[src/rtl/ysyx_22040895_exu_ctrl.sv]
// Execute-stage sequencer: takes one decoded op from IDU, runs multiply/divide ops
// through the iterative MDU, and hands a registered result/redirect to LSU/WBU.
module ysyx_22040895_exu_ctrl #(
  parameter int MD_TIMEOUT = 80,
  parameter int XLEN       = 64
) (
  input  logic            clk,
  input  logic            rst,
  input  logic            in_valid_i_ctrl,
  output logic            in_ready_o_ctrl,
  input  logic            is_md_i_ctrl,
  input  logic [XLEN-1:0] alu_result_i_ctrl,
  input  logic            jump_branch_i_ctrl,
  input  logic [XLEN-1:0] dnpc_i_ctrl,
  input  logic [4:0]      rd_i_ctrl,
  input  logic            wen_i_ctrl,
  output logic            md_start_o_ctrl,
  output logic            md_kill_o_ctrl,
  input  logic            md_done_i_ctrl,
  input  logic [XLEN-1:0] md_result_i_ctrl,
  input  logic            flush_i_ctrl,
  output logic            out_valid_o_ctrl,
  input  logic            out_ready_i_ctrl,
  output logic [XLEN-1:0] out_result_o_ctrl,
  output logic [4:0]      out_rd_o_ctrl,
  output logic            out_wen_o_ctrl,
  output logic            redirect_o_ctrl,
  output logic [XLEN-1:0] redirect_pc_o_ctrl,
  output logic            err_o_ctrl
);

  localparam int            CW       = $clog2(MD_TIMEOUT + 1);
  localparam logic [CW-1:0] CNT_LAST = CW'(MD_TIMEOUT - 1);

  typedef enum logic [1:0] {
    IDLE     = 2'd0,
    MD_ISSUE = 2'd1,
    MD_WAIT  = 2'd2,
    RESP     = 2'd3
  } state_t;

  state_t          state_r;
  logic [CW-1:0]   cnt_r;
  logic            md_start_r;
  logic            out_valid_r;
  logic [XLEN-1:0] out_result_r;
  logic [4:0]      out_rd_r;
  logic            out_wen_r;
  logic            redirect_r;
  logic [XLEN-1:0] redirect_pc_r;
  logic            err_r;

  logic in_ready_s;
  logic accept_s;
  logic md_busy_s;
  logic timeout_s;
  logic md_kill_s;

  // Handshake qualifiers and the same-cycle MDU abort (flush or watchdog; never during reset)
  always_comb begin
    in_ready_s = 1'b0;
    accept_s   = 1'b0;
    md_busy_s  = 1'b0;
    timeout_s  = 1'b0;
    md_kill_s  = 1'b0;
    in_ready_s = rst & (state_r == IDLE);
    accept_s   = in_valid_i_ctrl & in_ready_s & ~flush_i_ctrl;
    md_busy_s  = (state_r == MD_ISSUE) | (state_r == MD_WAIT);
    timeout_s  = (state_r == MD_WAIT) & ~md_done_i_ctrl & (cnt_r == CNT_LAST);
    md_kill_s  = rst & md_busy_s & (flush_i_ctrl | timeout_s);
  end

  // Sequencer state and all registered outputs
  always_ff @(posedge clk) begin
    if (!rst) begin
      state_r       <= IDLE;
      cnt_r         <= {CW{1'b0}};
      md_start_r    <= 1'b0;
      out_valid_r   <= 1'b0;
      out_result_r  <= {XLEN{1'b0}};
      out_rd_r      <= 5'd0;
      out_wen_r     <= 1'b0;
      redirect_r    <= 1'b0;
      redirect_pc_r <= {XLEN{1'b0}};
      err_r         <= 1'b0;
    end else if (flush_i_ctrl) begin
      state_r     <= IDLE;
      md_start_r  <= 1'b0;
      out_valid_r <= 1'b0;
      redirect_r  <= 1'b0;
    end else begin
      case (state_r)
        IDLE: begin
          md_start_r <= 1'b0;
          if (accept_s) begin
            out_rd_r      <= rd_i_ctrl;
            out_wen_r     <= wen_i_ctrl;
            redirect_pc_r <= dnpc_i_ctrl;
            if (is_md_i_ctrl) begin
              redirect_r <= 1'b0;
              md_start_r <= 1'b1;
              state_r    <= MD_ISSUE;
            end else begin
              out_result_r <= alu_result_i_ctrl;
              redirect_r   <= jump_branch_i_ctrl;
              out_valid_r  <= 1'b1;
              state_r      <= RESP;
            end
          end
        end
        MD_ISSUE: begin
          // done here would be a protocol violation, so it is not looked at
          md_start_r <= 1'b0;
          cnt_r      <= {CW{1'b0}};
          state_r    <= MD_WAIT;
        end
        MD_WAIT: begin
          cnt_r <= cnt_r + CW'(1);
          if (md_done_i_ctrl) begin
            out_result_r <= md_result_i_ctrl;
            out_valid_r  <= 1'b1;
            state_r      <= RESP;
          end else if (timeout_s) begin
            out_result_r <= {XLEN{1'b1}};
            err_r        <= 1'b1;
            out_valid_r  <= 1'b1;
            state_r      <= RESP;
          end
        end
        RESP: begin
          if (out_ready_i_ctrl) begin
            out_valid_r <= 1'b0;
            redirect_r  <= 1'b0;
            state_r     <= IDLE;
          end
        end
        default: begin
          out_valid_r <= 1'b0;
          redirect_r  <= 1'b0;
          md_start_r  <= 1'b0;
          state_r     <= IDLE;
        end
      endcase
    end
  end

  assign in_ready_o_ctrl    = in_ready_s;
  assign md_start_o_ctrl    = md_start_r;
  assign md_kill_o_ctrl     = md_kill_s;
  assign out_valid_o_ctrl   = out_valid_r;
  assign out_result_o_ctrl  = out_result_r;
  assign out_rd_o_ctrl      = out_rd_r;
  assign out_wen_o_ctrl     = out_wen_r;
  assign redirect_o_ctrl    = redirect_r;
  assign redirect_pc_o_ctrl = redirect_pc_r;
  assign err_o_ctrl         = err_r;

endmodule
[config.mk]
export PLATFORM = sky130hd
export DESIGN_NAME = ysyx_22040895_exu_ctrl
export DESIGN_NICKNAME = d
export VERILOG_FILES = /design/src/rtl/ysyx_22040895_exu_ctrl.sv
export SDC_FILE = /design/constraint.sdc
export NUM_CORES = 1
export LEC_CHECK = 0
export ABC_AREA = 1
export CORE_AREA = 2 2 136 138
export DETAILED_ROUTE_END_ITERATION = 12
export DIE_AREA = 0 0 138 140
export PLACE_DENSITY = 0.78
export SKIP_LAST_GASP = 1
export SLEW_MARGIN = 30
export SYNTH_ARGS = -nofsm -noshare
export SYNTH_HDL_FRONTEND = slang
export SYNTH_SLANG_ARGS = --single-unit
[constraint.sdc]
create_clock -name clk -period 3.56 [get_ports clk]
set_clock_uncertainty 0.15 [all_clocks]
set_input_delay 0.356 -clock clk [delete_from_list [all_inputs] [get_ports clk]]
set_output_delay 0.356 -clock clk [all_outputs]
set_load 0.03 [all_outputs]
### Word level (Yosys, flattened, before mapping)

Cells that the tools add are included.

* logic and storage cells: 69
* bits of input ports: 206
* output and inout port bits: 140
* register bits: 147

* bitwise logic cells: 12
* add/sub/neg operators: 1
* multiplexer cells: 24
* equal/unequal tests: 8
* reductions and logical operators: 14

Operator list (count)
* 64-bit 2-to-1 mux: 4
* 64-bit case mux with 2 select lines: 1
* 7-bit case mux with 2 select lines: 1
* 2-bit 2-to-1 mux: 5
* 5-bit AND reduction: 2
* 1-bit 2-to-1 mux: 9
* 3-bit AND reduction: 3
* 2-bit case mux with 4 select lines: 1
* 2-bit nonzero test: 4
* 7-bit by 1-bit adder with 7-bit output, second input constant: 1
* 1-bit AND: 7
* 7-bit equality test, second input constant: 1
* 2-bit != test, second input constant: 3
* 2-bit equality test, second input constant: 2
* 1-bit case mux with 2 select lines: 2
* 4-bit AND reduction: 1
* 3-bit != test, second input constant: 1
* 1-bit inverter: 3
* 1-bit case mux with 3 select lines: 1
* 3-bit nonzero test: 1
* 2-bit by 1-bit equality test with 1-bit output, second input constant: 1
* 2-bit zero test: 1
* 1-bit OR: 2
* 2-bit AND reduction: 1
* 2-bit OR reduction: 1

### Logic depth before layout (Yosys ltp)

Gate-level depths: netlist (run 1).

* word-level depth: 6
* depth in mapped cells: 11

### Worst setup path after synthesis (run 1)

OpenSTA, ideal clock, no wires.

* path type: reg2out
* start point: reg state_r[0]
* end point: out md_kill_o_ctrl
* slack: 1.419 ns
* data required time: 3.054 ns
* arrival: 1.635 ns
* stages on the path, launching flop included: 7
* path through: dfxtp_1 inv_1 ha_1 inv_2 nor2_1 nand4_1 a211oi_1

* cells in the longest elaborated chain, start to end: 5
* elaborated cells between the ends (all ways): 8
* classes of those cells: eq/ne: 2; bitwise: 6

Ends and longest elaborated chain
* start: declaration: line 42 `state_t state_r;`
* start signal: assignment: line 76 `state_r <= IDLE;`
* start signal: assignment: line 87 `state_r <= IDLE;`
* start signal: assignment: line 102 `state_r <= MD_ISSUE;`
* 2-bit equality test: line 68, 69
* 1-bit AND (2 in a row): line 69 `timeout_s = (state_r == MD_WAIT) & ~md_done_i_ctrl & (cnt_r == CNT_LAST);`
* 1-bit OR: line 70 `md_kill_s = rst & md_busy_s & (flush_i_ctrl | timeout_s);`
* 1-bit AND *: line 70
* end: declaration: line 18 `output logic md_kill_o_ctrl,`

Mark *: on every way between the ends. The rest lies on a longest branch, timed or not.

### Worst setup path in the final report (run 1)

Same ends and word-level chain as after synthesis.

==> run summary, run 1 <==
- completed — run status
- 0.72 ns — delay contributed by the slowest stage of the critical path
- 0 — Yosys warning count
- flop to primary output — Critical Setup Path Class
- 0.41 ns — clock insertion delay at the later pin of the skew report
- 21.1% — part of the power in combinational logic
- 0.00268 sq mm — combined area of the multi-input logic cells
- 39.2% — proportion of power drawn by the clock network
- 991 — number of nets produced by synthesis
- 140 um — vertical extent of the die
- 221 — DR iter-0 viols
- 147 — number of sinks handled by clock tree synthesis
- 0.00294 sq mm — register cell area after layout
- 779 — number of standard cells after synthesis
- 1646 — number of fillers in the final layout
- 48.7% — register area share after synthesis
- 1307 — Post-layout nets
- 4 — maximum level of the CTS H-tree
- 0 — final hold violations
- 4 — maximum fanout count along the critical path
- 14800 um — HPWL after DPL
- 1.24 mW — Sw Pwr
- 0 — Inserted Diodes
- 0 — number of gates resized after CTS
- clkbuf_16 — clock root buffer master
- 0 — number of failing setup endpoints in the final timing report
- 0.0193 sq mm — DIE AREA
- 0.811 — weighted congestion reported at the end of routability-driven placement
- buffers and inverters — largest delay contributor family on the critical path
- 15.3 um — WL per Instance
- inv_1, ha_2, inv_2, nor2_1, nand4_1, a211oi_1, clkdlybuf4s50_1 — crit path cell chain
- 4.82 — post-DR vias/cell
- 27.4% — switching power as a share of total power
- flop — CP startpoint kind
- 78 — largest net degree at the start of global routing
- 0.0101 sq mm — post-route design area
- 344 x clkdlybuf4s50_1, 166 x nand2_1, 152 x nor2_1, 147 x dfxtp_1, 73 x nand3_1 — top library cells by usage in the layout, fill and taps aside
- 34.0% — Initial Utilization
- 138 um — die extent in x
- 0 — number of maximum-capacitance violations
- 4.51% — layout cells sized above 1
- 0.92 ns — flop2flop setup slack
- 0.000300 V — Max VDD drop
- 20.4% — overall track demand over capacity in global routing
- clkdlybuf4s50_1 — most frequent standard cell in the layout excluding fill and tap cells
- 32100 um — wire length of the first global-routing pass
- 346 — Top Ports
- 147 — post-synthesis register bit count
- clkdlybuf4s50_1 — slowest cell on the critical path
- 20400 um — overall routed net length
- 67.2% — synthesis-to-finish area growth
- 0.00953 sq mm — placed cell area
- 0.895 ns — Placement Setup Slack
- 0 — remaining antenna violation count
- 4.51 mW — total chip power
- 3.27 mW — internal power
- 0 ns — sum of negative setup slack
- 0.00605 sq mm — post-synthesis instance area
- 79.9% — final cycle utilization of the critical path
- 45.3% — slew margin rel.
- 0 — number of remaining DRC errors
- 0 — Remaining Overflow, GRT
- 345 — # port buffers
- 446 mW/mm^2 — P per Cell Area
- 2.34 ns — critical path data arrival time
- 2 — clock tree buffer depth
- 6170 — number of global-route vias before repair
- 1 — antenna violations before repair
- no — unrepaired setup endpoints after global routing
- 4.03 nW — Leak Pwr
- 6438 — routed via count
- 3 — buffers and inverters on the worst path
- 17 — number of CTS-inserted buffers
- 2.84 ns — final period demand of the worst path
- 0.0178 sq mm — Core Footprint
- 39.8% — portion of total power attributed to sequential cells
- 0 — number of buffers added for setup after CTS
- 0 — max-slew violation count
- 352 MHz — Max Clock Freq
- done — clock tree from TritonCTS
- 7.76 sq um — Avg Synthesized Cell Area
- primary output — kind of capture point of the worst setup path
- 4 — detailed-routing iteration count for the pre-antenna-repair pass
- 0.716 ns — final setup margin
- 0 — CTS Hold Bufs
- 0.06 ns — clock slew at reported path FFs
- 0.820 ns — slew at the pin closest to its max-slew limit
- 49 — number of rows in the core area
- input port to flop — class of the tightest hold or removal check
- 26 — number of distinct library cells after synthesis
- 3.05 ns — Data required, critical path
-- power groups by stage --
| stage | registers [mW] | logic, mW | clock network, mW |
|---|---|---|---|
| CTS | 1.79 | 0.957 | 1.82 |
| detailed placement | 1.83 | 0.954 | 0 |
| finish | 1.79 | 0.951 | 1.77 |
| global route | 1.80 | 1.02 | 1.89 |
| global placement | 1.82 | 0.948 | 0 |
| floorplan | 2.01 | 0.297 | 0 |
-- area by class of cell --
class                   count  area share, %
well taps                 229           2.83
clock buffers              21           4.45
flip-flops and latches    147           29.1
clock inverters            11           1.27
inverters                  25          0.953
multi-input cells         551           26.5
repair buffers            353           34.8
-- kinds of logic after synthesis --
| logic type | after synthesis | synth area share, % |
|---|---|---|
| flops | 147 | 48.7 |
| buf+inv | 81 | 7.05 |
| fa+ha+maj | 6 | 1.24 |
| simple gates | 402 | 27.0 |
| compound gates | 143 | 16.1 |
-- synthesized netlist by cell type, drive strengths merged --
master | count | share of area, %
nand2 | 168 | 10
nor2 | 153 | 9.6
dfxtp | 147 | 49
nand3 | 74 | 6.2
o21ai | 72 | 6.1
o22a | 64 | 9.3
buf | 34 | 4.1
inv | 25 | 1.6
clkbuf | 22 | 1.4
ha | 6 | 1.2
nor3 | 4 | 0.33
a21oi | 3 | 0.25
a211oi | 2 | 0.25
nand4 | 2 | 0.21
a21o | 1 | 0.12
nand3b | 1 | 0.12
o211ai | 1 | 0.12
-- metrics by stage --
step	hold WS [ns]	utilization [%]	cells
CTS	0.160	56.9	1337
global placement	0.300	53.6	1305
finish	0.185	56.9	1337
floorplan	0.308	-	779
global route	0.188	56.9	1337
detailed placement	0.305	53.6	1305
-- state kept, by name, summed over array words and instances, names as in the netlist --
name	count
redirect_o_ctrl	1
state_r	2
out_result_o_ctrl	64
out_rd_o_ctrl	5
redirect_pc_o_ctrl	64
md_start_o_ctrl	1
err_o_ctrl	1
out_valid_o_ctrl	1
cnt_r	7
out_wen_o_ctrl	1
-- path summary, 6_finish.rpt --
kind,start,endpoint,cells past startpoint
max,state_r[0],md_kill_o_ctrl,7
min,rst,out_valid_o_ctrl,5
max reg2reg,state_r[0],out_result_o_ctrl[45],9
min reg2reg,redirect_pc_o_ctrl[40],redirect_pc_o_ctrl[40],2
-- per-layer routing --
metal | vias to the layer above | share of wire (%) | global-route usage, %
li1 | 3204 | - | -
met1 | 2956 | 39 | 22.3
met2 | 251 | 49 | 36.2
met3 | 25 | 9.3 | 8.38
met4 | 2 | 1.7 | 6.61
met5 | - | 0.064 | 0
-- worst min-delay path, delay by kind of cell --
family,cells,cell delay [ns]
buffers and inverters,2,0.20
AND/OR/NAND/NOR,3,0.15
No activity file was read; power rests on OpenSTA's default activity.
==> run 2, diff against run 1 <==
- CORE_AREA: 2 2 136 138 -> 2 2 133 135
- DIE_AREA: 0 0 138 140 -> 0 0 135 137
- PLACE_DENSITY: 0.78 -> 0.81
- clock period: 3.56 -> 3 ns (I/O delays scaled with it)
==> run 2 against run 1 <==
Net effect: setup slack got worse by 0.60 ns; combinational power increased by 19%; total power increased by 15%; sequential share of layout area increased by 0.13 points; clock-buffer cell count decreased by 2.
==> run summary, run 2 (synthesized netlist as in run 1, its figures left out) <==
- 48 — number of rows in the core area, was 49
- 1309 — Post-layout nets, was 1307
- 96.0% — final cycle utilization of the critical path
- 6381 — routed via count, was 6438
- 0.772 — weighted congestion reported at the end of routability-driven placement, was 0.811
- 5946 — number of global-route vias before repair, was 6170
- flop — CP startpoint kind, unchanged
- 4 — maximum level of the CTS H-tree, unchanged
- 344 x clkdlybuf4s50_1, 166 x nand2_1, 152 x nor2_1, 147 x dfxtp_1, 73 x nand3_1 — top library cells by usage in the layout, fill and taps aside, unchanged
- 3.70 mW — internal power, was 3.27 mW
- 4 — maximum fanout count along the critical path, unchanged
- 345 — # port buffers, unchanged
- 0 — final hold violations, unchanged
- 2.43 ns — critical path data arrival time, was 2.34 ns
- flop to primary output — Critical Setup Path Class, unchanged
- 37.1% — proportion of power drawn by the clock network, was 39.2%
- primary output — kind of capture point of the worst setup path, unchanged
- 9 — number of cell instances on the worst register-to-register path, unchanged
- 0 — number of gates resized after CTS, unchanged
- 2.88 ns — final period demand of the worst path
- 0 — remaining antenna violation count, unchanged
- clkbuf_16 — clock root buffer master, unchanged
- 28.6% — switching power as a share of total power, was 27.4%
- 0 — Inserted Diodes, unchanged
- 20.6% — overall track demand over capacity in global routing, was 20.4%
- 0 — CTS Hold Bufs, unchanged
- no — unrepaired setup endpoints after global routing, unchanged
- 347 MHz — Max Clock Freq
- 4.77% — layout cells sized above 1, was 4.51%
- out_result_o_ctrl[62] — r2r endpoint, was out_result_o_ctrl[45]
- 1.48 mW — Sw Pwr, was 1.24 mW
- 0.00953 sq mm — placed cell area, about the same
- 66.4% — synthesis-to-finish area growth, was 67.2%
- state_r[0] — Reg-to-Reg Start, unchanged
- 2.55 ns — Data required, critical path, was 3.05 ns
- 0 ns — sum of negative setup slack, unchanged
- 0.35 ns — flop2flop setup slack, was 0.92 ns
- 0.000325 V — Max VDD drop, was 0.000300 V
- 1522 — number of fillers in the final layout, was 1646
- 4.78 — post-DR vias/cell, was 4.82
- 0.06 ns — clock slew at reported path FFs, about the same
- 0 — number of remaining DRC errors, unchanged
- 35.5% — Initial Utilization, was 34.0%
- rst — Min-Delay Startpoint, unchanged
- 0.0185 sq mm — DIE AREA, was 0.0193 sq mm
- 515 mW/mm^2 — P per Cell Area, was 446 mW/mm^2
- 21.9% — part of the power in combinational logic, was 21.1%
- 0 — Remaining Overflow, GRT, unchanged
- 71 — largest net degree at the start of global routing, was 78
- 17 — number of CTS-inserted buffers, unchanged
- 0.0171 sq mm — Core Footprint, was 0.0178 sq mm
- 0.0101 sq mm — post-route design area, about the same
- 0 — number of maximum-capacitance violations, unchanged
- out_valid_o_ctrl — worst hold path endpoint, unchanged
- 15.1 um — WL per Instance, was 15.3 um
- 4.01 nW — Leak Pwr, was 4.03 nW
- 232 — DR iter-0 viols, was 221
- 5 — number of cells on the worst hold path, unchanged
- 1335 — final instance count without filler cells, was 1337
- 0 — number of buffers added for setup after CTS, unchanged
- 0 — max-slew violation count, unchanged
- 2 — clock tree buffer depth, unchanged
- 0.733 ns — slew at the pin closest to its max-slew limit, was 0.820 ns
- 0 — number of failing setup endpoints in the final timing report, unchanged
- 0.41 ns — clock insertion delay at the later pin of the skew report, about the same
- input port to flop — class of the tightest hold or removal check, unchanged
- 41.0% — portion of total power attributed to sequential cells, was 39.8%
- clkdlybuf4s50_1 — most frequent standard cell in the layout excluding fill and tap cells, unchanged
- 51.1% — slew margin rel., was 45.3%
- 135 um — die extent in x, was 138 um
- done — clock tree from TritonCTS, unchanged
- 0 — antenna violations before repair, was 1
- 14600 um — HPWL after DPL, was 14800 um
- 1303 — Placed Instances, was 1305
- 20100 um — overall routed net length, was 20400 um
- completed — run status, unchanged
- 30000 um — wire length of the first global-routing pass, was 32100 um
- 4 — detailed-routing iteration count for the pre-antenna-repair pass, unchanged
- 147 — number of sinks handled by clock tree synthesis, unchanged
- 137 um — vertical extent of the die, was 140 um
- 346 — Top Ports, unchanged
run 2: cell types whose count changed in the layout (fill, tap and decap cells not counted), sizes merged:
cell,previous run,this run
clkbuf,21,19
inv,27,29
clkinvlp,5,6
bufinv,2,0
buf,9,11
clkinv,2,3
run 2: layout make-up:
class                   count  area, sq um  area share (%)
flip-flops and latches    147         2940            29.2
clock inverters            13          103            1.02
multi-input cells         551         2680            26.7
inverters                  25         96.3           0.957
clock buffers              19          433            4.30
well taps                 225          282            2.80
repair buffers            355         3530            35.0
run 2: routing by layer:
| layer | vias up | share of wire, % | GRT usage [%] |
|---|---|---|---|
| li1 | 3222 | - | - |
| met5 | - | 0 | 0 |
| met1 | 2887 | 38 | 22.1 |
| met2 | 249 | 48 | 35.9 |
| met3 | 23 | 12 | 10.2 |
| met4 | 0 | 1.9 | 6.19 |
run 2: worst max-delay path, cell delays in order, from the launching register on:
cell             delay (ns)
dfxtp_1                0.33
inv_1                  0.11
ha_2                   0.20
inv_2                  0.04
nor2_1                 0.14
nand4_1                0.14
a211oi_1               0.31
clkdlybuf4s50_1        0.73
run 2: how the worst max path moves through the flow:
| stage | cells after the start | endpoint | startpoint |
|---|---|---|---|
| floorplan | 6 | md_kill_o_ctrl | state_r[0] |
| global placement | 9 | out_result_o_ctrl[46] | state_r[0] |
| detailed placement | 9 | out_result_o_ctrl[62] | state_r[0] |
| CTS | 7 | md_kill_o_ctrl | state_r[0] |
| global route | 7 | md_kill_o_ctrl | state_r[0] |
| finish | 7 | md_kill_o_ctrl | state_r[0] |
run 2: metrics by stage:
step           worst slack [ns]  hold WS, ns  total power, mW  utilization (%)
2_1_floorplan             0.915        0.261             2.74                -
3_3_place_gp              0.405        0.287             3.29             55.9
3_5_place_dp              0.309        0.300             3.31             55.9
4_1_cts                  0.0943        0.111             5.25             59.0
5_1_grt                  0.0119        0.155             5.43             59.0
6_report                  0.121        0.134             5.18             59.0
run 2: power by group through the flow:
| stage | combinational (mW) | clock, mW | sequential [mW] |
|---|---|---|---|
| floorplan | 0.353 | 0 | 2.38 |
| global placement | 1.13 | 0 | 2.16 |
| detailed placement | 1.14 | 0 | 2.17 |
| CTS | 1.14 | 1.98 | 2.13 |
| global route | 1.22 | 2.07 | 2.14 |
| finish | 1.13 | 1.92 | 2.13 |
==> run 3, diff against run 2 <==
- PLACE_DENSITY: 0.81 -> 0.76
==> run 3 against run 2 <==
Net effect: core utilization up 0.40 points; sequential power barely moved; register-to-register slack improved by 0.22 ns; critical path type unchanged; global-route usage up 0.25 points; flip-flop and latch count is the same; clock power is 4% higher; combinational power about the same; first-iteration DRC count down 3.9%.
==> run summary, run 3 (synthesized netlist as in run 1, its figures left out) <==
- 0.06 ns — clock slew at reported path FFs, about the same
- 6426 — routed via count, was 6381
- 137 um — vertical extent of the die, unchanged
- 15.2 um — WL per Instance, was 15.1 um
- 520 mW/mm^2 — P per Cell Area, was 515 mW/mm^2
- 369 MHz — Max Clock Freq, was 347 MHz
- primary output — kind of capture point of the worst setup path, unchanged
- 17 — number of CTS-inserted buffers, unchanged
- 35.5% — Initial Utilization, unchanged
- 14800 um — HPWL after DPL, was 14600 um
- clkdlybuf4s50_1 — slowest cell on the critical path, unchanged
- 0.682 ns — slew at the pin closest to its max-slew limit, was 0.733 ns
- 0 — number of gates resized after CTS, unchanged
- no — unrepaired setup endpoints after global routing, unchanged
- 0 — number of buffers added for setup after CTS, unchanged
- completed — run status, unchanged
- 0 — antenna violations before repair, unchanged
- 5 — number of cells on the worst hold path, unchanged
- 5.27 mW — total chip power, was 5.18 mW
- 28.1% — switching power as a share of total power, was 28.6%
- 2.55 ns — Data required, critical path, about the same
- input port to flop — class of the tightest hold or removal check, unchanged
- 3 — buffers and inverters on the worst path, unchanged
- 0.000323 V — Max VDD drop, was 0.000325 V
- 30400 um — wire length of the first global-routing pass, was 30000 um
- 9 — number of cell instances on the worst register-to-register path, unchanged
- 7 — cell depth of the worst setup path, unchanged
- 0 — max-slew violation count, unchanged
- 0 — Remaining Overflow, GRT, unchanged
- 2 — clock tree buffer depth, unchanged
- 0.0185 sq mm — DIE AREA, unchanged
- 4 — maximum level of the CTS H-tree, unchanged
- 0 ns — sum of negative setup slack, unchanged
- 346 — Top Ports, unchanged
- 0 — number of failing setup endpoints in the final timing report, unchanged
- 6 — detailed-routing iteration count for the pre-antenna-repair pass, was 4
- 135 um — die extent in x, unchanged
- 4.80 — post-DR vias/cell, was 4.78
- 0.0171 sq mm — Core Footprint, unchanged
- 3.79 mW — internal power, was 3.70 mW
- 0 — number of remaining DRC errors, unchanged
- 1312 — Post-layout nets, was 1309
- buffers and inverters — largest delay contributor family on the critical path, unchanged
- 2.26 ns — critical path data arrival time, was 2.43 ns
- 0 — number of maximum-capacitance violations, unchanged
- 147 — number of sinks handled by clock tree synthesis, unchanged
- 67.6% — synthesis-to-finish area growth, was 66.4%
- 0.41 ns — clock insertion delay at the later pin of the skew report, about the same
- 48 — number of rows in the core area, unchanged
- 1.48 mW — Sw Pwr, about the same
- 6125 — number of global-route vias before repair, was 5946
- 345 — # port buffers, unchanged
- inv_1, ha_2, inv_2, nor2_1, nand4_1, a211oi_1, clkdlybuf4s50_1 — crit path cell chain, unchanged
- 98 — largest net degree at the start of global routing, was 71
- 4.06 nW — Leak Pwr, was 4.01 nW
- 223 — DR iter-0 viols, was 232
- flop to primary output — Critical Setup Path Class, unchanged
- 21.7% — part of the power in combinational logic, was 21.9%
- 4 — maximum fanout count along the critical path, unchanged
- 40.3% — portion of total power attributed to sequential cells, was 41.0%
- flop — CP startpoint kind, unchanged
- 20.9% — overall track demand over capacity in global routing, was 20.6%
- 54.5% — slew margin rel., was 51.1%
- 0 — CTS Hold Bufs, unchanged
- 344 x clkdlybuf4s50_1, 166 x nand2_1, 152 x nor2_1, 147 x dfxtp_1, 73 x nand3_1 — top library cells by usage in the layout, fill and taps aside, unchanged
- done — clock tree from TritonCTS, unchanged
- 0.71 ns — delay contributed by the slowest stage of the critical path, was 0.73 ns
- 38.0% — proportion of power drawn by the clock network, was 37.1%
- 0 — final hold violations, unchanged
- clkbuf_16 — clock root buffer master, unchanged
- 90.2% — final cycle utilization of the critical path, was 96.0%
- clkdlybuf4s50_1 — most frequent standard cell in the layout excluding fill and tap cells, unchanged
- 20300 um — overall routed net length, was 20100 um
- 0 — remaining antenna violation count, unchanged
- 5.12% — layout cells sized above 1, was 4.77%
- 0 — Inserted Diodes, unchanged
- 0.814 — weighted congestion reported at the end of routability-driven placement, was 0.772
- 2.71 ns — final period demand of the worst path, was 2.88 ns
[run 3: cell types whose count changed in the layout (fill, tap and decap cells not counted)]
cell        change
buf_12          +2
clkinv_2        +2
clkinvlp_4      -2
buf_4           +1
bufinv_16       +1
clkbuf_1        -1
clkinv_4        -1
inv_6           +1
[run 3: power groups by stage]
stage | clock network (mW) | registers (mW) | logic [mW]
after floorplan | 0 | 2.38 | 0.353
after global placement | 0 | 2.16 | 1.14
after detailed placement | 0 | 2.17 | 1.14
after CTS | 2.05 | 2.13 | 1.15
after global routing | 2.13 | 2.14 | 1.22
final | 2.00 | 2.13 | 1.14
[run 3: worst min-delay path: stages]
cell and delay [ns]:
buf_4 0.13, inv_2 0.07, nor2_4 0.05, nand2_1 0.07, nor2_1 0.04
[run 3: cell type report]
class / count / area [sq um]
fill: 1583 / 6920
timing repair buffer: 358 / 3570
sequential: 147 / 2940
multi-input combinational: 551 / 2680
clock buffer: 18 / 429
tap: 225 / 282
clock inverter: 14 / 128
inverter: 25 / 96.3
[run 3: worst paths after layout]
| path | startpoint | end | slack, ns |
|---|---|---|---|
| worst min register to register | redirect_pc_o_ctrl[14] | redirect_pc_o_ctrl[14] | 0.31 |
| worst max register to register | state_r[0] | out_result_o_ctrl[10] | 0.57 |
| worst max-delay path | state_r[0] | md_kill_o_ctrl | 0.29 |
| worst min-delay path | rst | out_valid_o_ctrl | 0.14 |
[run 3: layer usage]
| metal | global-route usage, % | part of all wire, % |
|---|---|---|
| met5 | 0 | 0 |
| met4 | 7.87 | 2.0 |
| met3 | 8.96 | 11 |
| met2 | 36.6 | 49 |
| met1 | 22.4 | 38 |
[run 3: stage by stage]
| stage | setup slack [ns] | instance area, sq um | hold WS [ns] | utilization [%] | std cells |
|---|---|---|---|---|---|
| 2_1_floorplan | 0.915 | 6050 | 0.261 | - | 779 |
| 3_3_place_gp | 0.618 | 9560 | 0.301 | 56.0 | 1305 |
| 3_5_place_dp | 0.530 | 9560 | 0.306 | 56.0 | 1305 |
| 4_1_cts | 0.256 | 10100 | 0.121 | 59.3 | 1337 |
| 5_1_grt | 0.152 | 10100 | 0.139 | 59.4 | 1338 |
| 6_report | 0.294 | 10100 | 0.137 | 59.4 | 1338 |
